### src/rtl/led_status_pkg.sv
`default_nettype none
// ============================================================================
//  Module      : led_status_pkg
//  Description : Shared definitions for the status-LED blinker: code width
//                and the 3-bit state encoding of the blink-code sequencer.
//  Revision    : 1.0 - initial release
// ============================================================================
package led_status_pkg;

    // Width of the status code that is flashed on the code LED.
    localparam int CODE_W = 4;

    // Sequencer state encoding.
    localparam logic [2:0] ST_IDLE = 3'd0;
    localparam logic [2:0] ST_SYNC = 3'd1;
    localparam logic [2:0] ST_ON   = 3'd2;
    localparam logic [2:0] ST_OFF  = 3'd3;
    localparam logic [2:0] ST_GAP  = 3'd4;

    typedef enum logic [2:0] {
        S_IDLE = ST_IDLE,
        S_SYNC = ST_SYNC,
        S_ON   = ST_ON,
        S_OFF  = ST_OFF,
        S_GAP  = ST_GAP
    } state_t;

endpackage : led_status_pkg
`default_nettype wire

### src/rtl/tick_gen.sv
`default_nettype none
// ============================================================================
//  Module      : tick_gen
//  Description : Free-running prescaler. Counts 0..CLK_FREQ/TICK_HZ-1 and
//                raises tick_o for exactly the cycle the count sits at max.
//  Ports       : clk    - fabric clock
//                rst_n  - asynchronous active-low reset
//                tick_o - one-cycle pulse at TICK_HZ
//  Revision    : 1.0 - initial release
// ============================================================================
module tick_gen #(
    parameter int CLK_FREQ = 20000000,
    parameter int TICK_HZ  = 8
) (
    input  logic clk,
    input  logic rst_n,
    output logic tick_o
);

    // Guards keep elaboration sane for illegal parameter sets; the top
    // module reports those with an elaboration error.
    localparam int c_DIV_RAW = (TICK_HZ > 0) ? (CLK_FREQ / TICK_HZ) : 1;
    localparam int c_DIV     = (c_DIV_RAW > 0) ? c_DIV_RAW : 1;
    localparam int c_CNT_W   = (c_DIV > 1) ? $clog2(c_DIV) : 1;
    localparam logic [c_CNT_W-1:0] c_MAX = c_CNT_W'(c_DIV - 1);

    logic [c_CNT_W-1:0] r_count;

    always_ff @(posedge clk or negedge rst_n) begin
        if (!rst_n) begin
            r_count <= '0;
        end else if (r_count == c_MAX) begin
            r_count <= '0;
        end else begin
            r_count <= r_count + c_CNT_W'(1);
        end
    end

    assign tick_o = (r_count == c_MAX);

endmodule : tick_gen
`default_nettype wire

### src/rtl/led_status_blinker.sv
`default_nettype none
// ============================================================================
//  Module      : led_status_blinker
//  Description : Board status-LED stage. Drives a 1 s heartbeat LED and a
//                blink-code LED that flashes a 4-bit code N times followed by
//                a dark pause. A fault input overrides the code display with
//                a flash that toggles on every slot tick.
//  Ports       : clk             - fabric clock, CLK_FREQ Hz
//                rst_n           - asynchronous active-low reset
//                code_i          - status code to blink (0..15)
//                code_valid_i    - code_i valid, held until accepted
//                code_ready_o    - block can accept a code
//                fault_i         - fault level, overrides code display
//                tick_o          - one-cycle slot pulse
//                led_heartbeat_o - toggles every TICK_HZ ticks
//                led_code_o      - blink-code / fault LED, 1 = lit
//                busy_o          - a code frame is in progress
//  Revision    : 1.0 - initial release
// ============================================================================
module led_status_blinker
    import led_status_pkg::*;
#(
    parameter int CLK_FREQ  = 20000000,
    parameter int TICK_HZ   = 8,
    parameter int GAP_SLOTS = 8
) (
    input  logic              clk,
    input  logic              rst_n,
    input  logic [CODE_W-1:0] code_i,
    input  logic              code_valid_i,
    output logic              code_ready_o,
    input  logic              fault_i,
    output logic              tick_o,
    output logic              led_heartbeat_o,
    output logic              led_code_o,
    output logic              busy_o
);

    localparam int c_TICK_SAFE = (TICK_HZ > 0) ? TICK_HZ : 1;
    localparam int c_HB_W      = (c_TICK_SAFE > 1) ? $clog2(c_TICK_SAFE) : 1;
    localparam logic [c_HB_W-1:0] c_HB_MAX = c_HB_W'(c_TICK_SAFE - 1);
    localparam int c_GAP_SAFE  = (GAP_SLOTS > 0) ? GAP_SLOTS : 1;
    localparam int c_GAP_W     = (c_GAP_SAFE > 1) ? $clog2(c_GAP_SAFE) : 1;
    localparam logic [c_GAP_W-1:0] c_GAP_LAST = c_GAP_W'(c_GAP_SAFE - 1);

    generate
        if ((TICK_HZ == 0) || (GAP_SLOTS == 0) ||
            ((CLK_FREQ % c_TICK_SAFE) != 0)) begin : g_param_check
            $error("led_status_blinker: CLK_FREQ must be a multiple of TICK_HZ, TICK_HZ and GAP_SLOTS must be non-zero");
        end
    endgenerate

    // ------------------------------------------------------------------
    // Slot tick
    // ------------------------------------------------------------------
    logic w_tick;

    tick_gen #(
        .CLK_FREQ (CLK_FREQ),
        .TICK_HZ  (TICK_HZ)
    ) u_tick_gen (
        .clk    (clk),
        .rst_n  (rst_n),
        .tick_o (w_tick)
    );

    assign tick_o = w_tick;

    // ------------------------------------------------------------------
    // Heartbeat: toggles on the tick that wraps the tick counter, so the
    // first toggle lands exactly one second after reset release.
    // ------------------------------------------------------------------
    logic [c_HB_W-1:0] r_hb_cnt;
    logic              r_heartbeat;

    always_ff @(posedge clk or negedge rst_n) begin
        if (!rst_n) begin
            r_hb_cnt    <= '0;
            r_heartbeat <= 1'b0;
        end else if (w_tick) begin
            if (r_hb_cnt == c_HB_MAX) begin
                r_hb_cnt    <= '0;
                r_heartbeat <= ~r_heartbeat;
            end else begin
                r_hb_cnt <= r_hb_cnt + c_HB_W'(1);
            end
        end
    end

    assign led_heartbeat_o = r_heartbeat;

    // ------------------------------------------------------------------
    // Blink-code sequencer
    // ------------------------------------------------------------------
    state_t              r_state;
    state_t              w_state_nxt;
    logic [CODE_W-1:0]   r_cnt;
    logic [CODE_W-1:0]   w_cnt_nxt;
    logic [c_GAP_W-1:0]  r_gap;
    logic [c_GAP_W-1:0]  w_gap_nxt;
    logic                r_led;
    logic                w_led_nxt;
    logic                r_fault_q;
    logic                w_xfer;

    assign code_ready_o = (r_state == S_IDLE) && !fault_i;
    assign w_xfer       = code_valid_i && code_ready_o;
    assign busy_o       = (r_state != S_IDLE);
    assign led_code_o   = r_led;

    always_ff @(posedge clk or negedge rst_n) begin
        if (!rst_n) begin
            r_state   <= S_IDLE;
            r_cnt     <= '0;
            r_gap     <= '0;
            r_led     <= 1'b0;
            r_fault_q <= 1'b0;
        end else begin
            r_state   <= w_state_nxt;
            r_cnt     <= w_cnt_nxt;
            r_gap     <= w_gap_nxt;
            r_led     <= w_led_nxt;
            r_fault_q <= fault_i;
        end
    end

    always_comb begin
        w_state_nxt = r_state;
        w_cnt_nxt   = r_cnt;
        w_gap_nxt   = r_gap;
        w_led_nxt   = 1'b0;

        if (fault_i) begin
            // Fault aborts any frame; the flash starts dark on the first
            // fault cycle, then toggles on every slot tick.
            w_state_nxt = S_IDLE;
            w_led_nxt   = r_fault_q ? (r_led ^ w_tick) : 1'b0;
        end else begin
            case (r_state)
                S_IDLE: begin
                    if (w_xfer) begin
                        w_state_nxt = S_SYNC;
                        w_cnt_nxt   = code_i;
                    end
                end
                S_SYNC: begin
                    // Aligns the first lit slot to a full slot boundary.
                    if (w_tick) begin
                        w_gap_nxt   = '0;
                        w_state_nxt = (r_cnt == '0) ? S_GAP : S_ON;
                    end
                end
                S_ON: begin
                    if (w_tick) begin
                        w_state_nxt = S_OFF;
                        w_cnt_nxt   = r_cnt - CODE_W'(1);
                    end
                end
                S_OFF: begin
                    if (w_tick) begin
                        if (r_cnt == '0) begin
                            w_gap_nxt   = '0;
                            w_state_nxt = S_GAP;
                        end else begin
                            w_state_nxt = S_ON;
                        end
                    end
                end
                S_GAP: begin
                    if (w_tick) begin
                        if (r_gap == c_GAP_LAST) begin
                            w_state_nxt = S_IDLE;
                        end else begin
                            w_gap_nxt = r_gap + c_GAP_W'(1);
                        end
                    end
                end
                default: begin
                    w_state_nxt = S_IDLE;
                end
            endcase
            w_led_nxt = (w_state_nxt == S_ON);
        end
    end

endmodule : led_status_blinker
`default_nettype wire

### config.mk
export PLATFORM = sky130hd
export DESIGN_NAME = led_status_blinker
export DESIGN_NICKNAME = d
export VERILOG_FILES = /design/src/rtl/led_status_pkg.sv /design/src/rtl/tick_gen.sv /design/src/rtl/led_status_blinker.sv
export SDC_FILE = /design/constraint.sdc
export NUM_CORES = 1
export LEC_CHECK = 0
export CAP_MARGIN = 20
export CORE_ASPECT_RATIO = 1.5
export CORE_MARGIN = 4
export CORE_UTILIZATION = 55
export CTS_BUF_LIST = sky130_fd_sc_hd__clkbuf_8
export DETAILED_ROUTE_END_ITERATION = 6
export PLACE_DENSITY = 0.82
export REMOVE_ABC_BUFFERS = 1
export SYNTH_ARGS = -nofsm -noshare
export SYNTH_HDL_FRONTEND = slang
export SYNTH_SLANG_ARGS = --single-unit
### constraint.sdc
create_clock -name clk -period 5.54 [get_ports clk]
set_input_delay 0.831 -clock clk [delete_from_list [all_inputs] [get_ports clk]]
set_output_delay 0.831 -clock clk [all_outputs]
set_load 0.005 [all_outputs]
==> results summary <==
The last weighted congestion value of the routability-driven placer came out at 0.803. The number of detailed-route iterations in the first pass came out at 4. In this run switching power makes up 21.8% of total power.

The layout overhead on the synthesized area is 11.7%. The final period demand of the worst path is 3120 ps. The headroom to the max-slew limit came out at 45.8%. Sorting the synthesized cells by area gives the leading types as sky130_fd_sc_hd__dfrtp_1, sky130_fd_sc_hd__xnor2_1, sky130_fd_sc_hd__ha_1. The total count of max-transition violations in the final report is 0. The final clock period utilization by the worst path came out at 56.4%. The number of global-route vias before repair came out at 1533. The endpoint arrival time on the critical path came out at 2290 ps. The clock share of power is 40.4%. The total power density per cell area came out at 239 nW/um^2. The global-route wire length before repair came out at 6850 um.

The global-route congestion overflow total is 0. The final layout contains routed wiring with a total length of 3830 um. The classification of the worst setup path is reg -> out.

The library cell used most frequently in the layout, excluding fill and tap cells, is sky130_fd_sc_hd__dfrtp_1. After detailed placement, the total cell area comes to 2190 sq um. The number of nets in the finished design is 232. For this design the total switching power over the nets is 120 uW. For this run, the top clock speed supported by timing is 0.320 GHz. The worst reg-to-reg path cell count is 5. In the routed design, unresolved DRC markers number 0. The number of hold-repair buffers added at the cts stage came out at 0. TritonCTS built the clock tree. The library cell used as clock root buffer is sky130_fd_sc_hd__clkbuf_8.

The required time at the endpoint of the critical path came out at 4710 ps. The top cell types in the final layout, fill and taps aside, are sky130_fd_sc_hd__dfrtp_1, sky130_fd_sc_hd__nor2_1, sky130_fd_sc_hd__nand2_1. The count of filler cells inserted in the layout came out at 298. The endpoint identified for the worst register-to-register timing path is r_hb_cnt[2]$_DFFE_PN0N_. The core region is 3650 sq um. The final setup violation count came out at 0. The initial antenna violation count was 0.

The power share of the sequential group came out at 52.3%. The flip-flop and latch count after synthesis came out at 38. The leakage power of the design came out at 0.00107 uW. Row generation in the floorplan step produced 27 rows. The sum of net half-perimeters after detailed placement is 2780 um. Of the cells placed in the final design, the portion with a size suffix greater than 1 is 10.6%. The later-pin clock latency in the skew report came out at 290 ps. The worst setup slack for register-to-register paths is 3260 ps.

Dividing the detail-routed wire length by the instance count gives 14.7 um. In this run, CTS created clock tree buffers numbering 5. In this run the worst path has a maximum fanout of 6. The antenna diode instance count came out at 0. The height of the die is 83.0 um. The H-tree level count is 2. The clock net in this run drives a total of 38 sinks. The width of the chip came out at 58.0 um. The run finished with clean final reports. The worst register-to-register path begins at u_tick_gen.r_count[12]$_DFF_PN0_.

The total standard cell area after synthesis is 2060 sq um. Internal power comes to 431 uW. The count of yosys warnings during synthesis came out at 0. Summed over its instances, the top area cell type makes up 46.1% of the synthesized netlist area. The worst setup path is captured at an output port. For the final database, setup skew stands at 7.49 ps.

In this run the worst setup path begins at u_tick_gen.r_count[12]$_DFF_PN0_. The initial core utilization is 56.6%. The worst setup path is launched from a flip-flop. The number of buffers inserted by post-CTS setup repair came out at 0. The total vias in the final route is 1517.

The number of different library cells used by synthesis comes to 47. The buffer depth of the longest clock path came out at 2. Combinational logic is responsible for 7.3% of the overall power.

Pin placement for this block handled 13 I/O pins. The final antenna-violating net count is 0. The initial DRC count came out at 59. Setup repair after global routing left no endpoint under its margin.

The minimum hold slack came out at 476 ps. At the placement stage, the worst setup path has a slack of 2720 ps. The number of instances resized during post-cts repair came out at 0. Global routing used 18.0% of the available tracks across all layers. The CTS clock-pin slew for the worst setup and hold paths is 70 ps. The sequential share of the synthesized area came out at 46.1%.

The class of the worst hold path is reg -> reg. The cell type with the highest aggregate area in the netlist is sky130_fd_sc_hd__dfrtp_1. The number of hold violations in the final report is 0. The number of instances in the synthesized netlist came out at 201. Across all setup checks in the final design, the least slack found is 2420 ps. The area of all placed cells without fillers is 2300 sq um. The count of input and output buffers is 12. The transition time of the tightest slew-check pin is 813 ps. Each instance of the synthesized netlist takes up on average 10.3 sq um. The total die area is 4820 sq um. The via-per-instance ratio came out at 5.81.

The critical path ends at tick_o. The sum of negative setup slack came out at 0 ps. VDD sags by at most 0.147 mV.

The reported max-cap violation count came out at 0. Entering global routing, the biggest net connects 39 pins.
## Yosys cell counts (all sizes together)
cell type,instances
dfrtp,38
nor2,23
nand2,18
xnor2,12
nand3,11
inv,9
xor2,9
ha,7
nand4,6
a21oi,5
nor3b,5
and3,4
mux2,4
mux2i,4
o211ai,4
and2,3
buf,3
nor2b,3
nor3,3
nor4,3
or3,3
and4,2
clkbuf,2
nor4bb,2
or4b,2
a211oi,1
a21o,1
a221oi,1
a31o,1
a31oi,1
nand2b,1
nor4b,1
o2111ai,1
o21a,1
o21ai,1
o21bai,1
o221a,1
o31ai,1
o32ai,1
or2,1
or3b,1
## registers in the layout (all words and copies together) (netlist names)
name and cells:
led_heartbeat_o 1, u_tick_gen.r_count 22, r_hb_cnt 3, r_gap 3
r_state 3, r_cnt 4, r_fault_q 1, led_code_o 1
## how the worst min path moves through the flow
stage,start,end,slack [ps],cells after the start
after global placement,u_tick_gen.r_count[21]$_DFF_PN0_,u_tick_gen.r_count[21]$_DFF_PN0_,450,1
after CTS,u_tick_gen.r_count[21]$_DFF_PN0_,u_tick_gen.r_count[21]$_DFF_PN0_,480,1
after detailed placement,u_tick_gen.r_count[21]$_DFF_PN0_,u_tick_gen.r_count[21]$_DFF_PN0_,470,1
after global routing,led_heartbeat_o$_DFFE_PN0P_,led_heartbeat_o$_DFFE_PN0P_,510,1
after floorplan,u_tick_gen.r_count[21]$_DFF_PN0_,u_tick_gen.r_count[21]$_DFF_PN0_,440,1
final,u_tick_gen.r_count[21]$_DFF_PN0_,u_tick_gen.r_count[21]$_DFF_PN0_,480,1
## power groups by stage
stage / clock network (uW) / logic (uW) / registers, uW
floorplan: 0 / 23.0 / 292
global placement: 0 / 39.9 / 293
detailed placement: 0 / 40.9 / 294
CTS: 229 / 41.0 / 288
global route: 240 / 47.1 / 289
finish: 222 / 40.3 / 288
## kinds of logic after synthesis
| kind of cell | share of synthesized area (%) |
|---|---|
| AOI/OAI and AO/OA | 8.01 |
| and+or+nand+nor | 24.7 |
| xor gates and xnor gates | 8.91 |
| muxes | 4.12 |
| buffers and inverters | 3.88 |
| DFF | 46.1 |
| adders and majority gates | 4.24 |
## metrics by stage
stage / cells / power, uW / util, %
global placement: 252 / 333 / 60.1
finish: 261 / 551 / 63.2
global route: 261 / 576 / 63.2
floorplan: 196 / 315 / -
detailed placement: 252 / 335 / 60.1
CTS: 260 / 558 / 63.0
## layout make-up
| cell class | count | area [sq um] | share of cell area [%] |
|---|---|---|---|
| inverter | 9 | 33.8 | 1.47 |
| clock inverter | 3 | 37.5 | 1.63 |
| clock buffer | 5 | 68.8 | 2.99 |
| tap | 43 | 53.8 | 2.33 |
| sequential | 38 | 951 | 41.3 |
| timing repair buffer | 14 | 128 | 5.54 |
| multi-input combinational | 149 | 1030 | 44.8 |
## routing by layer
metal	vias up	global-route usage, %	routed length [um]
li1	742	-	-
met1	739	20.3	1600
met2	28	31.4	2020
met3	8	3.58	122
met4	0	8.65	85
met5	-	0	0
## critical path, cell delays in order (launching register included)
cell and delay (ps):
sky130_fd_sc_hd__dfrtp_1 440, sky130_fd_sc_hd__or4b_4 570, sky130_fd_sc_hd__nor4_4 250, sky130_fd_sc_hd__and2_1 220
sky130_fd_sc_hd__clkdlybuf4s50_1 520
Power figures use the tool's default switching activity.
